[src/rtl/mux_sel_seq_pkg.sv]
// Shared definitions for the mux select sequencer: state encoding, control-word
// field positions and the timer width helper.
package mux_sel_seq_pkg;

  typedef enum logic [2:0] {
    ST_IDLE    = 3'd0,
    ST_BREAK   = 3'd1,
    ST_SETUP   = 3'd2,
    ST_ON      = 3'd3,
    ST_OFFHOLD = 3'd4
  } state_t;

  localparam int unsigned EN_BIT   = 31;
  localparam int unsigned GRP_LSB  = 28;
  localparam int unsigned ADDR_LSB = 24;
  localparam int unsigned POT_LSB  = 0;
  localparam int unsigned GRP_W    = 3;
  localparam int unsigned ADDR_W   = 4;
  localparam int unsigned POT_W    = 16;

  typedef struct packed {
    logic              en;
    logic [GRP_W-1:0]  grp;
    logic [ADDR_W-1:0] addr;
    logic [POT_W-1:0]  pot;
  } ctrl_t;

  // Timer must hold the largest phase length.
  function automatic int unsigned cnt_width(int unsigned a, int unsigned b, int unsigned c);
    int unsigned m;
    m = a;
    if (b > m) m = b;
    if (c > m) m = c;
    return $clog2(m + 1);
  endfunction

  // A group outside the implemented range behaves as a disable.
  function automatic logic grp_valid(ctrl_t c, int unsigned ng);
    return c.en && (32'(c.grp) < ng);
  endfunction

endpackage

[src/rtl/sel_delay_cnt.sv]
// Loadable down-counter shared by all timed sequencer phases; done_c is high at zero.
module sel_delay_cnt #(
  parameter int unsigned W = 5
) (
  input  logic         clk,
  input  logic         rst,
  input  logic         hold,
  input  logic         load,
  input  logic [W-1:0] load_val,
  output logic         done_c
);

  logic [W-1:0] cnt;

  always_ff @(posedge clk or posedge rst) begin
    if (rst)                cnt <= '0;
    else if (hold)          cnt <= '0;
    else if (load)          cnt <= load_val;
    else if (cnt != '0)     cnt <= cnt - W'(1);
  end

  assign done_c = (cnt == '0);

endmodule

[src/rtl/mux_sel_seq.sv]
// Break-before-make mux group sequencer with inhibit interlock and pot SPI load request.
module mux_sel_seq
  import mux_sel_seq_pkg::*;
#(
  parameter int unsigned    NG       = 3,
  parameter int unsigned    AW       = 3,
  parameter int unsigned    T_BBM    = 25,
  parameter int unsigned    T_SET    = 4,
  parameter int unsigned    T_OFF    = 25,
  parameter logic [NG-1:0]  POT_MASK = NG'(3'b100)
) (
  input  logic          clk,
  input  logic          rst,
  input  logic          sel,
  input  logic          wr_stb,
  input  logic [31:0]   wdata,
  output logic [31:0]   rdata,
  input  logic [NG-1:0] inhibit,
  output logic [AW-1:0] mux_addr,
  output logic [NG-1:0] mux_en,
  output logic          active,
  output logic          spi_req,
  input  logic          spi_ack,
  output logic [15:0]   pot_data
);

  localparam int unsigned CW        = cnt_width(T_BBM, T_SET, T_OFF);
  localparam logic [3:0]  ADDR_MASK = 4'((1 << AW) - 1);

  state_t          state, state_d;
  ctrl_t           shadow, live, live_d, wr_ctrl_c;
  logic            rst_hold, pending, pending_d, brk_on, brk_on_d;
  logic            inh_wait, inh_wait_d, spi_req_d, wr_c, inh_now_c, busy_c;
  logic            cnt_load_c, cnt_done_c;
  logic [CW-1:0]   cnt_val_c;
  logic [7:0]      inh_ext_c, pot_ext_c, en_ext_c;
  logic [NG-1:0]   mux_en_d;
  logic [AW-1:0]   mux_addr_d;
  logic            active_d;
  logic [15:0]     pot_d;
  logic            unused_c;

  assign wr_c      = sel & wr_stb;
  assign inh_ext_c = 8'(inhibit);
  assign pot_ext_c = 8'(POT_MASK);
  assign inh_now_c = inh_ext_c[live.grp];
  assign busy_c    = (state != ST_IDLE) && (state != ST_ON);
  assign unused_c  = ^{wdata[23:16], live.en, live.addr, en_ext_c};

  always_comb begin
    wr_ctrl_c.en   = wdata[EN_BIT];
    wr_ctrl_c.grp  = wdata[GRP_LSB +: GRP_W];
    wr_ctrl_c.addr = wdata[ADDR_LSB +: ADDR_W] & ADDR_MASK;
    wr_ctrl_c.pot  = wdata[POT_LSB +: POT_W];
  end

  sel_delay_cnt #(.W(CW)) u_cnt (
    .clk      (clk),
    .rst      (rst),
    .hold     (rst_hold),
    .load     (cnt_load_c),
    .load_val (cnt_val_c),
    .done_c   (cnt_done_c)
  );

  // State and registered outputs; one idle edge after reset release.
  always_ff @(posedge clk or posedge rst) begin
    if (rst) begin
      rst_hold <= 1'b1;
      state    <= ST_IDLE;
      shadow   <= '0;
      live     <= '0;
      pending  <= 1'b0;
      brk_on   <= 1'b0;
      inh_wait <= 1'b0;
      spi_req  <= 1'b0;
      mux_en   <= '0;
      mux_addr <= '0;
      active   <= 1'b0;
      pot_data <= '0;
      rdata    <= '0;
    end else if (rst_hold) begin
      rst_hold <= 1'b0;
    end else begin
      state    <= state_d;
      if (wr_c) shadow <= wr_ctrl_c;
      live     <= live_d;
      pending  <= pending_d;
      brk_on   <= brk_on_d;
      inh_wait <= inh_wait_d;
      spi_req  <= spi_req_d;
      mux_en   <= mux_en_d;
      mux_addr <= mux_addr_d;
      active   <= active_d;
      pot_data <= pot_d;
      rdata    <= sel ? {shadow.en, shadow.grp, shadow.addr, 3'(state), spi_req,
                         inh_wait, busy_c, 2'b00, pot_data} : 32'd0;
    end
  end

  // Next-state and timer control.
  always_comb begin
    state_d    = state;
    live_d     = live;
    pending_d  = pending | wr_c;
    brk_on_d   = brk_on;
    inh_wait_d = 1'b0;
    cnt_load_c = 1'b0;
    cnt_val_c  = '0;
    case (state)
      ST_IDLE: begin
        if (pending) begin
          state_d    = ST_BREAK;
          brk_on_d   = 1'b0;
          cnt_load_c = 1'b1;
          cnt_val_c  = CW'(T_BBM - 1);
        end
      end
      ST_BREAK: begin
        if (cnt_done_c) begin
          live_d     = shadow;
          pending_d  = wr_c;
          brk_on_d   = 1'b0;
          cnt_load_c = 1'b1;
          if (grp_valid(shadow, NG)) begin
            state_d   = ST_SETUP;
            cnt_val_c = CW'(T_SET - 1);
          end else begin
            state_d   = ST_OFFHOLD;
            cnt_val_c = CW'(T_OFF - 1);
          end
        end
      end
      ST_SETUP: begin
        if (pending) begin
          state_d    = ST_BREAK;
          brk_on_d   = 1'b0;
          cnt_load_c = 1'b1;
          cnt_val_c  = CW'(T_BBM - 1);
        end else if (cnt_done_c) begin
          if (inh_now_c) inh_wait_d = 1'b1;
          else           state_d    = ST_ON;
        end
      end
      ST_ON: begin
        if (pending) begin
          state_d    = ST_BREAK;
          brk_on_d   = 1'b1;
          cnt_load_c = 1'b1;
          cnt_val_c  = CW'(T_BBM - 1);
        end else if (inh_now_c) begin
          state_d    = ST_SETUP;
          cnt_load_c = 1'b1;
          cnt_val_c  = CW'(T_SET - 1);
        end
      end
      ST_OFFHOLD: begin
        if (pending) begin
          state_d    = ST_BREAK;
          brk_on_d   = 1'b0;
          cnt_load_c = 1'b1;
          cnt_val_c  = CW'(T_BBM - 1);
        end else if (cnt_done_c) begin
          state_d = ST_IDLE;
        end
      end
      default: state_d = ST_IDLE;
    endcase
    spi_req_d = ((state_d == ST_ON) && (state != ST_ON) && pot_ext_c[live_d.grp])
              | (spi_req & ~spi_ack);
  end

  // Output decode from the next state so enables and address stay registered.
  always_comb begin
    mux_en_d   = '0;
    mux_addr_d = mux_addr;
    active_d   = 1'b0;
    en_ext_c   = 8'(1) << live_d.grp;
    case (state_d)
      ST_IDLE:    mux_addr_d = '0;
      ST_SETUP:   mux_addr_d = live_d.addr[AW-1:0];
      ST_ON: begin
        mux_addr_d = live_d.addr[AW-1:0];
        mux_en_d   = en_ext_c[NG-1:0];
        active_d   = 1'b1;
      end
      ST_OFFHOLD: active_d = 1'b1;
      ST_BREAK:   active_d = brk_on_d;
      default:    active_d = 1'b0;
    endcase
    pot_d = pot_ext_c[live_d.grp] ? live_d.pot : 16'd0;
  end

endmodule

[config.mk]
export PLATFORM = sky130hd
export DESIGN_NAME = mux_sel_seq
export DESIGN_NICKNAME = d
export VERILOG_FILES = /design/src/rtl/mux_sel_seq_pkg.sv /design/src/rtl/sel_delay_cnt.sv /design/src/rtl/mux_sel_seq.sv
export SDC_FILE = /design/constraint.sdc
export NUM_CORES = 1
export LEC_CHECK = 0
export ABC_CLOCK_PERIOD_IN_PS = 6100
export CAP_MARGIN = 10
export CORE_ASPECT_RATIO = 1.2
export CORE_MARGIN = 2
export CORE_UTILIZATION = 50
export DETAILED_ROUTE_END_ITERATION = 6
export PLACE_DENSITY = 0.89
export SLEW_MARGIN = 40
export SYNTH_ARGS = -nofsm -noshare
export SYNTH_HDL_FRONTEND = slang
export SYNTH_SLANG_ARGS = --single-unit
export TNS_END_PERCENT = 5
[constraint.sdc]
create_clock -name clk -period 6.1 [get_ports clk]
set_input_delay 1.22 -clock clk [delete_from_list [all_inputs] [get_ports clk]]
set_output_delay 1.22 -clock clk [all_outputs]
set_load 0.01 [all_outputs]
* Word-level counts from Yosys, hierarchy flattened
Memory sizes are Yosys's and may differ from the RTL's.
Cells that the tools add are included.
** Cells by class
- Add/sub/neg operators :: 1
- $lt $le $gt $ge :: 3
- Equal/unequal tests :: 9
- Shifts and indexed selects :: 1
- Muxes and demuxes :: 44
- Bitwise gates (word level) :: 6
- Reductions and logical operators :: 16
** Operators with widths (number)
- two-way mux 23 bit :: 2
- two-way mux 5 bit :: 7
- two-way mux 3 bit :: 11
- two-way mux 32 bit :: 1
- two-way mux 16 bit :: 1
- one-hot mux 3 bit (5 select lines) :: 1
- one-hot mux 5 bit (3 select lines) :: 1
- two-way mux 1 bit :: 14
- == test 3 x 2 -> 1 bit (second input constant) :: 4
- < comparator 3 x 4 -> 1 bit (second input constant) :: 2
- == test 3 x 1 -> 1 bit (second input constant) :: 2
- == test 3 bit (second input constant) :: 2
- zero test 3 bit :: 2
- one-hot mux 1 bit (3 select lines) :: 2
- one-hot mux 3 bit (2 select lines) :: 1
- nonzero test 3 bit :: 2
- zero test 5 bit :: 1
- nonzero test 5 bit :: 1
- subtractor 5 x 1 -> 5 bit (second input constant) :: 1
- logical AND 1 bit :: 4
- AND reduction 2 bit :: 2
- OR reduction 2 bit :: 2
- binary-select mux 1 bit (select 3 bit) :: 1
- < comparator 3 x 2 -> 1 bit (second input constant) :: 1
- other kinds (9) :: 12
** Word-level totals
- Flip-flop bits (word level) :: 113
- Memory bits (read-only) :: 8
- Output and inout port bits :: 56
- Logic and storage cells :: 100
- Memories :: 1
** Memories
- (name not given) :: words 8, bits a word 1, rd ports 1, clocked after memory_dff 0, wr ports 0, line mux_sel_seq.sv:191 : pot_d = pot_ext_c[live_d.grp] ? live_d.pot : 16'd0;

* Logic depth before layout (Yosys ltp)
Gate-level depths: netlist (run 1).
- Word-level depth :: 10
- Mapped depth :: 8

* By module
From an unflattened synthesis (run 1), not the netlist that was laid out.
** Second synthesis, totals
- Cells, all modules :: 423
- Area total of the unflattened synthesis :: 4779.6 µm²
** Modules (own cells, without submodules)
- mux_sel_seq :: times used 1, cells each 390, area each 4469.3 µm²
- sel_delay_cnt :: times used 1, cells each 33, area each 310.3 µm²

* Worst setup path after synthesis (run 1)
OpenSTA, ideal clock, no wires.
- Path type :: in2reg
- Start point :: input port sel
- End point :: register shadow[0] in the netlist's numbering
- Setup time :: 0.125 ns
- Arrival time :: 2.405 ns
- Setup slack :: 3.570 ns
- Stages on the path :: 5
- Buffers on the path :: 2
- Cells stage by stage :: nor2b_1 -> clkbuf_1 -> nand2_1 -> buf_1 -> mux2_2
** On the way
- Cells in the longest elaborated chain, start to end :: 2
** Ends and longest elaborated chain
- from (decl) :: line mux_sel_seq.sv:14 : input logic sel,
- bitwise AND 1 bit :: line mux_sel_seq.sv:43 : assign wr_c = sel & wr_stb;
- AND reduction 2 bit (no line)
- to (signal assigned) :: line mux_sel_seq.sv:86 : if (wr_c) shadow <= wr_ctrl_c;
- to (decl) :: line mux_sel_seq.sv:31 : ctrl_t shadow, live, live_d, wr_ctrl_c;
No other way between the ends.
A chain may end at the register's enable or synchronous reset.

* Final worst setup path (run 1)
- Start point :: input port sel
- End point :: register shadow[2] in the netlist's numbering
The elaborated chain is that of the path after synthesis.

==> results.py, run 1 <==
metrics = {
    "status": {
        "status": "completed",
    },
    "worst_hold_path": {
        "worst_hold_path.endpoint": "rdata[0]$_DFFE_PP0N_",
        "whs_path_depth": 2,
        "hp-class": "reg2reg",
        "holdCritStartpoint": "rdata[0]$_DFFE_PP0N_",
    },
    "clock_tree": {
        "cts-resized-gates": 0,
        "holdBufCountCts": 0,
        "clock_latency_ns": 0.34,
        "cts_tree": "done",
        "htree_num_levels": 3,
        "clkTransAtPathRegs_ns": 0.06,
        "clkSinkCount": 110,
        "cts_made_buffers": 9,
        "clockRootBuffer": "clkbuf_16",
        "post-cts-setup-buffers": 0,
        "clock_path_buffers": 2,
    },
    "critical_path": {
        "cpPeakStageDelay_ns": 0.96,
        "crit_arrival_ns": 3.72,
        "r2r_slack_ns": 3.25,
        "cp_slowest_cell": "clkdlybuf4s50_1",
        "crit_fanout": 24,
        "rr_worst_depth": 6,
        "timing.rr.start": "u_cnt.cnt[0]$_DFFE_PP0P_",
        "start_kind": "primary input",
        "timing.rr.end": "live[22]$_DFFE_PP0N_",
        "cp_cell_sequence": "clkdlybuf4s50_1 > nor2b_2 > nand2_2 > mux2_2",
        "cp.required_ns": 6.32,
        "end_kind": "register",
        "path_class": "in2reg",
    },
    "timing": {
        "setup_viol": 0,
        "fmax_ghz": 0.286,
        "period_share_pct": 57.3,
        "setup_tns_ns": 0,
        "slew_headroom_pct": 49.1,
        "finClkSkew_ns": 0.00568,
        "hold_violations": 0,
        "grt_setup_unrepaired": "false",
        "finalMaxSlewViolations": 0,
        "worstMarginPinSlew_ns": 0.762,
        "period_minus_slack_ns": 3.50,
    },
    "finish": {
        "regArea_um2": 2750,
        "multiInputGateArea_um2": 1940,
        "layout-drive-gt1-share_pct": 15.4,
        "fin_cells": 616,
        "fin_util_pct": 63.1,
        "nNetsFinal": 530,
        "area_growth_pct": 23.3,
        "num-fill-cells": 731,
        "n_antenna_cell": 0,
    },
    "routing": {
        "avgViaCountPerCell": 5.58,
        "ant_nets": 0,
        "drtIter0Drc": 238,
        "drc_errors": 0,
        "wl_per_cell_um": 17.1,
        "routed_wl_um": 10500,
        "vias": 3439,
        "firstDrtPassIters": 4,
    },
    "die": {
        "die_y_um": 112,
        "design.core.area_um2": 9520,
        "die_area_um2": 10600,
        "io_pins": 96,
        "die_x_um": 94.1,
        "rows": 39,
        "start_util_pct": 51.2,
    },
    "synthesis": {
        "synth_mux_area_share_pct": 14.9,
        "synth_seq_cells": 110,
        "synth_cell_types": 53,
        "synth_warnings": 0,
        "synth_ff_type": "dfrtp_1",
        "synth_compound_area_share_pct": 12.6,
        "ys_top_cells_by_count": "dfrtp_1 (109), nand2_1 (70), mux2_2 (46)",
        "async_flop_share_pct": 100,
        "yosysTopAreaCell": "dfrtp_1",
        "synthTopCellsByArea": "dfrtp_1 (56%), mux2_2 (11%), nand2_1 (5.4%), mux2i_1 (4.3%), o21ai_0 (3.3%)",
        "synth_cells": 416,
        "syn_area_um2": 4870,
        "synth_most_common_cell": "dfrtp_1",
        "synth-simple-area-share_pct": 10.7,
        "synth_edf_count": 0,
        "yosysTopAreaCellShare_pct": 56.0,
        "synth_fa_ha_area_share_pct": 0.514,
        "avgSynthCellArea_um2": 11.7,
        "synth_top_family_by_area": "multiplexers",
        "seq_area_frac_synth_pct": 56.5,
        "synth-xor-area-share_pct": 0.539,
    },
    "place": {
        "io_buffers": 83,
        "dpl.hpwl_um": 7070,
        "dp.cells": 600,
        "gp_congestion": 0.796,
    },
    "job": {
        "drv_cap": 0,
    },
    "global_routing": {
        "antenna_found_initial": 0,
        "grt.overflow.total": 0,
        "grt_use_total_pct": 21.2,
        "grt_pass1_wl_um": 17300,
        "grt_pass1_vias": 3573,
        "grt_max_degree": 103,
    },
    "power_and_ir_drop": {
        "p_leak_nw": 2.65,
        "peakVddDrop_uv": 245,
        "power_density_nw_per_um2": 407,
    },
}
[layout by cell type, fill, tap and decap left out, types with 2 or more instances in the layout]
cell type / instances
o31ai_1: 14
nor2b_1: 2
a21oi_1: 4
nor4_1: 3
conb_1: 4
nor2_1: 11
o31ai_2: 2
mux2_2: 46
o22ai_1: 2
xor2_1: 2
mux2i_1: 21
o21ai_0: 32
ha_1: 2
a22o_1: 9
a2bb2oi_1: 5
clkdlybuf4s50_1: 83
or3_1: 2
nand2b_1: 2
clkbuf_16: 9
dfrtp_1: 109
o41ai_1: 4
o21a_1: 3
nor3_1: 4
clkbuf_1: 5
buf_4: 2
inv_1: 9
o21bai_1: 3
nand2_1: 69
[kinds of logic after synthesis]
group                      after synthesis
AOI/OAI and AO/OA                       86
xor gates and xnor gates                 3
adders and majority gates                2
buffers and inverters                   38
DFF                                    110
muxes                                   67
other                                    1
and+or+nand+nor                        109
[state kept, by name, summed over array words and instances (netlist names)]
name,count
spi_req,1
u_cnt.cnt,5
state,3
live,22
mux_addr,3
pot_data,16
rst_hold,1
shadow,23
pending,1
mux_en,3
active,1
brk_on,1
inh_wait,1
rdata,29
[stage by stage]
stage | worst slack, ns | power (mW) | hold slack, ns | area (µm²)
floorplan | 1.98 | 1.63 | 0.450 | 4880
global placement | 1.70 | 1.87 | 0.468 | 5730
detailed placement | 1.95 | 1.92 | 0.473 | 5740
CTS | 2.33 | 2.45 | 0.489 | 6000
global route | 2.44 | 2.58 | 0.510 | 6010
finish | 2.60 | 2.44 | 0.482 | 6010
[worst max-delay path: cells and delay by family]
kind	cells	cell delay (ns)
and+or+nand+nor	2	1.09
muxes	1	0.43
buffers and inverters	1	0.96
[final cells by class]
class                           count  share of cell area, %
Clock inverter                      1                 0.0833
Inverter                           10                  0.708
Tap cell                          123                   2.56
Multi-Input combinational cell    271                   32.3
Timing Repair Buffer               86                   14.3
Clock buffer                       15                   4.29
Sequential cell                   110                   45.8
[power breakdown]
part | switching [mW] | internal, mW | leakage, nW | total, mW
Combinational | 0.400 | 0.424 | 1.10 | 0.824
Sequential | 0.168 | 0.921 | 1.41 | 1.09
Clock | 0.242 | 0.289 | 0.128 | 0.531
[routing by layer]
| layer | vias up | track usage, % | routed length (µm) |
|---|---|---|---|
| met5 | - | 0 | 0 |
| met4 | 0 | 9.08 | 232 |
| met3 | 16 | 4.56 | 522 |
| met2 | 109 | 35.4 | 5540 |
| met1 | 1717 | 26.5 | 4250 |
| li1 | 1597 | - | - |
[worst max-delay path by stage]
stage               startpoint                      to  slack [ns]  cells past startpoint
floorplan                  rst      active$_DFFE_PP0N_        1.98                      1
global placement           sel  shadow[23]$_DFFE_PP0P_        1.70                      4
detailed placement         sel  shadow[21]$_DFFE_PP0P_        1.95                      4
CTS                        sel  shadow[21]$_DFFE_PP0P_        2.33                      4
global route               sel   shadow[2]$_DFFE_PP0P_        2.44                      4
finish                     sel   shadow[2]$_DFFE_PP0P_        2.60                      4
No activity file was read; power rests on OpenSTA's default activity.
==> inputs of run 2 (changes only) <==
--- a/config.mk
+++ b/config.mk
@@ -5,7 +5,7 @@
 export SDC_FILE = /design/constraint.sdc
 export NUM_CORES = 1
 export LEC_CHECK = 0
-export ABC_CLOCK_PERIOD_IN_PS = 6100
+export ABC_CLOCK_PERIOD_IN_PS = 3700
 export CAP_MARGIN = 10
 export CORE_ASPECT_RATIO = 1.2
 export CORE_MARGIN = 2
==> constraint.sdc (replaced) <==
create_clock -name clk -period 3.7 [get_ports clk]
set_input_delay 0.74 -clock clk [delete_from_list [all_inputs] [get_ports clk]]
set_output_delay 0.74 -clock clk [all_outputs]
set_load 0.01 [all_outputs]
==> results.py, run 2 (synthesis results as in run 1) <==
metrics = {
    "status": {
        "status": "completed",
    },
    "critical_path": {
        "path_class": "reg2reg",
        "cp_cell_sequence": "inv_1 > ha_1 > nor4b_4 > nand3_4 > nor4b_2 > a31oi_2 > buf_4 > o31ai_1",
        "cp_top_family": "simple AND/OR/NAND/NOR gates",
        "crit_arrival_ns": 3.12,
        "start_kind": "register",
        "cp.required_ns": 3.94,
        "cp-startpoint": "u_cnt.cnt[0]$_DFFE_PP0P_",
        "end_kind": "register",
        "crit_fanout": 27,
        "timing.rr.start": "u_cnt.cnt[0]$_DFFE_PP0P_",
        "cp_slowest_cell": "nand3_4",
        "cpPeakStageDelay_ns": 0.49,
        "critPathBufInv": 2,
    },
    "timing": {
        "fmax_ghz": 0.347,
        "worstMarginPinSlew_ns": 0.696,
        "slew_headroom_pct": 53.6,
        "period_share_pct": 77.8,
        "setup_slack_ns": 0.821,
        "period_minus_slack_ns": 2.88,
        "grt_setup_unrepaired": "false",
        "hold_ws_ns": 0.485,
        "finClkSkew_ns": 0.00518,
        "hold_violations": 0,
        "setup_viol": 0,
        "setup_tns_ns": 0,
        "finalMaxSlewViolations": 0,
    },
    "routing": {
        "vias": 3458,
        "avgViaCountPerCell": 5.58,
        "firstDrtPassIters": 4,
        "ant_nets": 0,
        "routed_wl_um": 10600,
        "drc_errors": 0,
        "wl_per_cell_um": 17.1,
        "drtIter0Drc": 249,
    },
    "finish": {
        "final_cell_mix": "dfrtp_1 (109), clkdlybuf4s50_1 (83), nand2_1 (70)",
        "fin_area_um2": 6060,
        "nNetsFinal": 534,
        "num-fill-cells": 718,
        "multiInputGateArea_um2": 1930,
        "regArea_um2": 2750,
        "final_common_cell": "dfrtp_1",
        "n_antenna_cell": 0,
        "fin_cells": 620,
        "area_growth_pct": 24.4,
        "layout-drive-gt1-share_pct": 16.7,
        "regMostFlops": "rdata",
        "largest_register_ff_count": 29,
        "reg.largest.list": "rdata x29, shadow x23, live x22",
    },
    "clock_tree": {
        "clkSinkCount": 110,
        "post-cts-setup-buffers": 0,
        "cts_tree": "done",
        "clock_path_buffers": 2,
        "holdBufCountCts": 0,
        "clock_latency_ns": 0.35,
        "clkTransAtPathRegs_ns": 0.07,
        "cts_made_buffers": 9,
        "htree_num_levels": 3,
        "cts-resized-gates": 0,
        "clockRootBuffer": "clkbuf_16",
    },
    "global_routing": {
        "grt_max_degree": 103,
        "grt_pass1_wl_um": 17700,
        "grt.overflow.total": 0,
        "grt_pass1_vias": 3661,
        "grt_use_total_pct": 21.5,
        "antenna_found_initial": 0,
    },
    "place": {
        "gp_congestion": 0.854,
        "dp.cells": 604,
        "place_area_um2": 5770,
        "io_buffers": 83,
        "place_ws_ns": 0.836,
        "dpl.hpwl_um": 7100,
    },
    "worst_hold_path": {
        "hp-class": "reg2reg",
        "holdCritStartpoint": "rdata[28]$_DFFE_PP0N_",
    },
    "die": {
        "design.core.area_um2": 9520,
        "die_y_um": 112,
        "die_area_um2": 10600,
        "start_util_pct": 51.2,
        "rows": 39,
        "io_pins": 96,
        "die_x_um": 94.1,
    },
    "power_and_ir_drop": {
        "power_density_nw_per_um2": 673,
        "p_leak_nw": 2.68,
        "peakVddDrop_uv": 353,
    },
    "job": {
        "drv_cap": 0,
    },
}
run 2: path summary, 6_finish.rpt:
check / endpoint / slack, ns / cells after the start
setup / recovery: pot_data[15]$_DFFE_PP0N_ / 0.82 / 8
hold / removal: rdata[28]$_DFFE_PP0N_ / 0.49 / 2
setup reg to reg: pot_data[15]$_DFFE_PP0N_ / 0.82 / 8
hold reg to reg: rdata[28]$_DFFE_PP0N_ / 0.49 / 2
max in group asynchronous: rst_hold$_DFF_PP1_ / 2.06 / 3
min in group asynchronous: rdata[1]$_DFFE_PP0N_ / 0.86 / 2
run 2: routing by layer:
layer	share of wire (%)	global-route usage [%]	wire (µm)
met4	2.3	9.28	239
met1	42	27.3	4420
met2	51	35.1	5410
met5	0	0	0
met3	5.2	5.30	549
run 2: final cells by class:
type	count	share of cell area [%]
inverter	10	0.661
sequential	110	45.5
multi-input combinational	271	31.8
timing repair buffer	90	14.8
clock buffer	10	3.94
clock inverter	6	0.723
tap	123	2.54
run 2: metrics by stage:
| stage | utilization (%) | total power, mW |
|---|---|---|
| 5_1_grt | 63.7 | 4.32 |
| 3_3_place_gp | 60.7 | 3.09 |
| 2_1_floorplan | - | 2.69 |
| 4_1_cts | 63.6 | 4.09 |
| 6_report | 63.7 | 4.08 |
| 3_5_place_dp | 60.7 | 3.17 |
run 2: power breakdown:
group          internal [mW]  leakage [nW]  switching [mW]
clock network          0.479         0.139           0.442
registers               1.52          1.41           0.272
logic                  0.705          1.13           0.660
total                   2.70          2.68            1.37
run 2: tightest hold or removal path, stage by stage (launching register included):
cell and delay (ns):
dfrtp_1 0.35, nand2_1 0.05, o21ai_0 0.06
==> inputs of run 3 (changes only) <==
--- a/config.mk
+++ b/config.mk
@@ -5,13 +5,13 @@
 export SDC_FILE = /design/constraint.sdc
 export NUM_CORES = 1
 export LEC_CHECK = 0
-export ABC_CLOCK_PERIOD_IN_PS = 3700
+export ABC_CLOCK_PERIOD_IN_PS = 2300
 export CAP_MARGIN = 10
 export CORE_ASPECT_RATIO = 1.2
 export CORE_MARGIN = 2
-export CORE_UTILIZATION = 50
+export CORE_UTILIZATION = 47
 export DETAILED_ROUTE_END_ITERATION = 6
-export PLACE_DENSITY = 0.89
+export PLACE_DENSITY = 0.88
 export SLEW_MARGIN = 40
 export SYNTH_ARGS = -nofsm -noshare
 export SYNTH_HDL_FRONTEND = slang
==> constraint.sdc (replaced) <==
create_clock -name clk -period 2.3 [get_ports clk]
set_input_delay 0.46 -clock clk [delete_from_list [all_inputs] [get_ports clk]]
set_output_delay 0.46 -clock clk [all_outputs]
set_load 0.01 [all_outputs]
==> results.py, run 3 (synthesis results as in run 1) <==
metrics = {
    "status": {
        "status": "completed",
    },
    "global_routing": {
        "grt_pass1_wl_um": 17500,
        "grt_max_degree": 111,
        "grt_use_total_pct": 19.7,
        "grt.overflow.total": 0,
        "grt_pass1_vias": 3540,
        "antenna_found_initial": 0,
    },
    "power_and_ir_drop": {
        "p_leak_nw": 2.75,
        "power_density_nw_per_um2": 1100,
        "peakVddDrop_uv": 465,
    },
    "worst_hold_path": {
        "hp-class": "reg2reg",
    },
    "timing": {
        "worstMarginPinSlew_ns": 0.580,
        "hold_ws_ns": 0.491,
        "slew_headroom_pct": 61.3,
        "setup_viol": 0,
        "finalMaxSlewViolations": 0,
        "period_minus_slack_ns": 2.24,
        "fmax_ghz": 0.447,
        "period_share_pct": 97.2,
        "finClkSkew_ns": 0.00750,
        "hold_violations": 0,
        "grt_setup_unrepaired": "true",
    },
    "finish": {
        "reg.largest.list": "rdata x29, shadow x23, live x22",
        "final_cell_mix": "dfrtp_1 (109), clkdlybuf4s50_1 (83), nand2_1 (70)",
        "largest_register_ff_count": 29,
        "fin_cells": 633,
        "regMostFlops": "rdata",
        "area_growth_pct": 27.4,
        "n_antenna_cell": 0,
        "layout-drive-gt1-share_pct": 18.9,
        "nNetsFinal": 545,
        "final_common_cell": "dfrtp_1",
    },
    "critical_path": {
        "crit_fanout": 16,
        "end_kind": "register",
        "crit_top_cell": "buf_4",
        "crit_arrival_ns": 2.46,
        "cpPeakStageDelay_ns": 0.40,
        "cp_cell_sequence": "inv_1 > ha_1 > nor4b_4 > nand3_4 > buf_4 > nor2_2 > buf_4 > mux2_2",
        "cp.required_ns": 2.52,
        "path_class": "reg2reg",
        "cp_slowest_cell": "dfrtp_1",
        "start_kind": "register",
    },
    "routing": {
        "wl_per_cell_um": 16.9,
        "routed_wl_um": 10700,
        "drc_errors": 0,
        "avgViaCountPerCell": 5.48,
        "firstDrtPassIters": 5,
        "ant_nets": 0,
        "drtIter0Drc": 212,
        "vias": 3472,
    },
    "place": {
        "gp_congestion": 0.860,
        "dp.cells": 618,
        "io_buffers": 83,
        "dpl.hpwl_um": 7320,
    },
    "clock_tree": {
        "holdBufCountCts": 0,
        "htree_num_levels": 3,
        "clock_latency_ns": 0.34,
        "cts_tree": "done",
        "clkSinkCount": 110,
        "clockRootBuffer": "clkbuf_16",
        "clkTransAtPathRegs_ns": 0.07,
        "clock_path_buffers": 2,
        "cts_made_buffers": 9,
    },
    "die": {
        "design.core.area_um2": 10100,
        "rows": 40,
        "die_x_um": 96.9,
        "die_y_um": 116,
        "io_pins": 96,
        "die_area_um2": 11200,
        "start_util_pct": 48.4,
    },
    "job": {
        "drv_cap": 0,
    },
}
-- run 3: where the power goes --
| group | internal (mW) | switching (mW) | total, mW | leakage [nW] |
|---|---|---|---|---|
| sequential | 2.44 | 0.437 | 2.88 | 1.41 |
| combinational | 1.24 | 1.10 | 2.34 | 1.19 |
| clock | 0.948 | 0.663 | 1.61 | 0.146 |
| total | 4.63 | 2.20 | 6.83 | 2.75 |
-- run 3: repair_timing --
action,CTS,global route
resized for setup,0,7
setup buffers,0,0
endpoints found under the setup margin,0,45
-- run 3: worst max-delay path: cells and delay by family (launching register included) --
kind	cells	cell delay (ns)
AND/OR/NAND/NOR	3	0.63
adder cells (fa/ha/maj)	1	0.18
multiplexers	1	0.34
flip-flops	1	0.40
buffers and inverters	3	0.55
-- run 3: layer usage --
layer / up-vias / wire length [µm] / share of wire [%] / GRT usage, %
li1: 1631 / - / - / -
met2: 107 / 5540 / 52 / 33.9
met1: 1714 / 4380 / 41 / 24.1
met3: 20 / 549 / 5.1 / 4.64
met5: - / 0 / 0 / 0
met4: 0 / 250 / 2.3 / 7.89
-- run 3: area by class of cell --
cell class                 instances  area [µm²]
clock buffer                      11         233
multi-input combinational        271        1950
fill                             785        3850
tap                              126         158
inverter                          10        41.3
sequential                       110        2750
timing repair buffer             101         995
clock inverter                     4        72.6
-- run 3: through the flow --
step | area (µm²) | worst slack [ns] | utilization [%] | total power [mW] | setup TNS (ns)
final | 6210 | 0.0638 | 61.7 | 6.83 | 0
after CTS | 6180 | 0.0528 | 61.4 | 6.83 | 0
after global routing | 6210 | -0.0778 | 61.7 | 7.21 | -1.02
after detailed placement | 5870 | 0.0737 | 58.4 | 5.19 | 0
after global placement | 5870 | 0.0772 | 58.4 | 5.06 | 0
after floorplan | 4890 | 0.277 | - | 4.33 | 0
-- run 3: path summary, 6_finish.rpt --
check                                              start                      end  slack [ns]  depth (start not counted)
worst max-delay path            u_cnt.cnt[0]$_DFFE_PP0P_      live[1]$_DFFE_PP0N_        0.06                          8
worst min-delay path               rdata[29]$_DFFE_PP0N_    rdata[29]$_DFFE_PP0N_        0.49                          2
worst max register to register  u_cnt.cnt[0]$_DFFE_PP0P_      live[1]$_DFFE_PP0N_        0.06                          8
worst min register to register     rdata[29]$_DFFE_PP0N_    rdata[29]$_DFFE_PP0N_        0.49                          2
max in group asynchronous                            rst  pot_data[3]$_DFFE_PP0N_        1.22                          3
min in group asynchronous                            rst  pot_data[0]$_DFFE_PP0N_        0.64                          3
==> RTL change, RTL diff (config.mk and constraints of run 2) <==
The parameter `T_BBM` goes from 25 to 50.
--- a/src/rtl/mux_sel_seq.sv
+++ b/src/rtl/mux_sel_seq.sv
@@ -6,3 +6,3 @@
   parameter int unsigned    AW       = 3,
-  parameter int unsigned    T_BBM    = 25,
+  parameter int unsigned    T_BBM    = 50,
   parameter int unsigned    T_SET    = 4,
Behaviour: same outputs for any inputs over 10 cycles, from zero or initial values and one cycle with rst high; that may be too few to reach the edited logic, so the function may still have changed.
==> RTL change against run 2 <==
Power down 3.9%. Sequential cell count up 1. Cell count up 7.4%. Count of clock-buffer cells in the layout up 4. Worst setup slack better by 290 ps. Final area up 0.29%. Routed wire length up 11%. Combinational power down 8%. Area after synthesis up 0.67%.
==> RTL change: results (changes against run 2) <==
mux contribution to synthesized area=0.103 (-0.0462); CP max FO=13 (-52%); DR pass1 iterations=5 (+1); Adder-Cell Fraction of Synth Area=0.00510 (-0.0000341); first-pass GRT wire length=19,100 µm (+8.4%); fin nets=580 (+8.6%); final hold slack=465 ps (-20.4 ps); gr usage total=0.233 (+0.0180); status=completed; largest net degree at the start of global routing=62 (-40%); sequential share of the synthesized area=0.567 (+0.00135); synthesized instance count=463 (+11%); DRT iter0 DRCs=268 (+7.6%); GP Congestion=0.836 (-2.1%); routed vias/inst=5.65 (+1.4%); Compound-Gate Fraction of Synth Area=0.113 (-0.0123); non-filler cells, final=666 (+7.4%); R2R Setup Slk=1300 ps (+480 ps); vias in the first global route=3,942 (+7.7%); Fillers=725 (+0.97%); Leakage=2.80 nW (+4.7%); worst clock skew=5.78 ps (+0.601 ps); worst path arrival time=2830 ps (-290 ps); post-synthesis cell type count=58 (+9.4%); WL final=11,700 µm (+11%); dominant cells by area after synthesis=dfrtp_1 (56%), nand2_1 (10%), mux2_2 (5.5%), mux2i_1 (4.3%), o21ai_0 (3.1%); Peak VDD IR=308 µV (-13%); switching part of the total=0.343 (+0.00549)
[RTL change: cell types whose count changed after synthesis, sizes merged, moves of 4 or more]
cell     delta
o31ai      -15
nor2        -4
inv         -4
a21oi       +6
o21ai      +12
nand2      +67
mux2       -20
nand3       +4
a2bb2oi     -5
[RTL change: worst paths after layout]
check | from | to | depth (start not counted)
worst max-delay path | sel | shadow[20] | 5
worst min-delay path | inh_wait | inh_wait | 2
worst max register to register | rst_hold | shadow[20] | 4
worst min register to register | inh_wait | inh_wait | 2
max in group asynchronous | rst | rst_hold | 3
min in group asynchronous | rst | pot_data[11] | 2
[RTL change: kinds of logic (layout without fill, tap and decap cells)]
| family | after synthesis | in the layout |
|---|---|---|
| and+or+nand+nor | 180 | 180 |
| buffers and inverters | 35 | 112 |
| xor gates and xnor gates | 5 | 5 |
| AOI/OAI and AO/OA | 82 | 82 |
| adders and majority gates | 2 | 2 |
| muxes | 47 | 47 |
| other | 1 | 4 |
| DFF | 111 | 111 |
[RTL change: power groups by stage]
stage          Sequential (W)  Clock [W]  Combinational [W]
4_1_cts               0.00176   0.000901            0.00126
6_report              0.00177   0.000894            0.00126
2_1_floorplan         0.00172          0           0.000839
5_1_grt               0.00180   0.000948            0.00137
3_5_place_dp          0.00177          0            0.00124
3_3_place_gp          0.00175          0            0.00118
[RTL change: metal layers]
metal	wire length, µm	track usage
met3	549	0.0430
met1	4710	0.289
met5	0	0
met2	6020	0.389
met4	449	0.120
[RTL change: final cells by class]
cell class                      count  area, µm²  area share
Sequential cell                   111       2780       0.457
Tap cell                          123        154      0.0253
Timing Repair Buffer               90        896       0.147
Multi-Input combinational cell    320       1950       0.321
Inverter                            6       25.0     0.00412
Clock buffer                       14        254      0.0418
Clock inverter                      2       16.3     0.00268
[RTL change: worst register-to-register path, delay by kind of cell (launching register included)]
family                 cells  cell delay [ps]
flip-flops                 1              870
AND/OR/NAND/NOR            2              740
multiplexers               1              360
buffers and inverters      1              320
[RTL change: stage by stage]
step / total power (W) / setup slack (ps)
final: 0.00392 / 1110
after global routing: 0.00412 / 1010
after CTS: 0.00392 / 1120
after detailed placement: 0.00301 / 770
after global placement: 0.00293 / 409
after floorplan: 0.00256 / 31.0
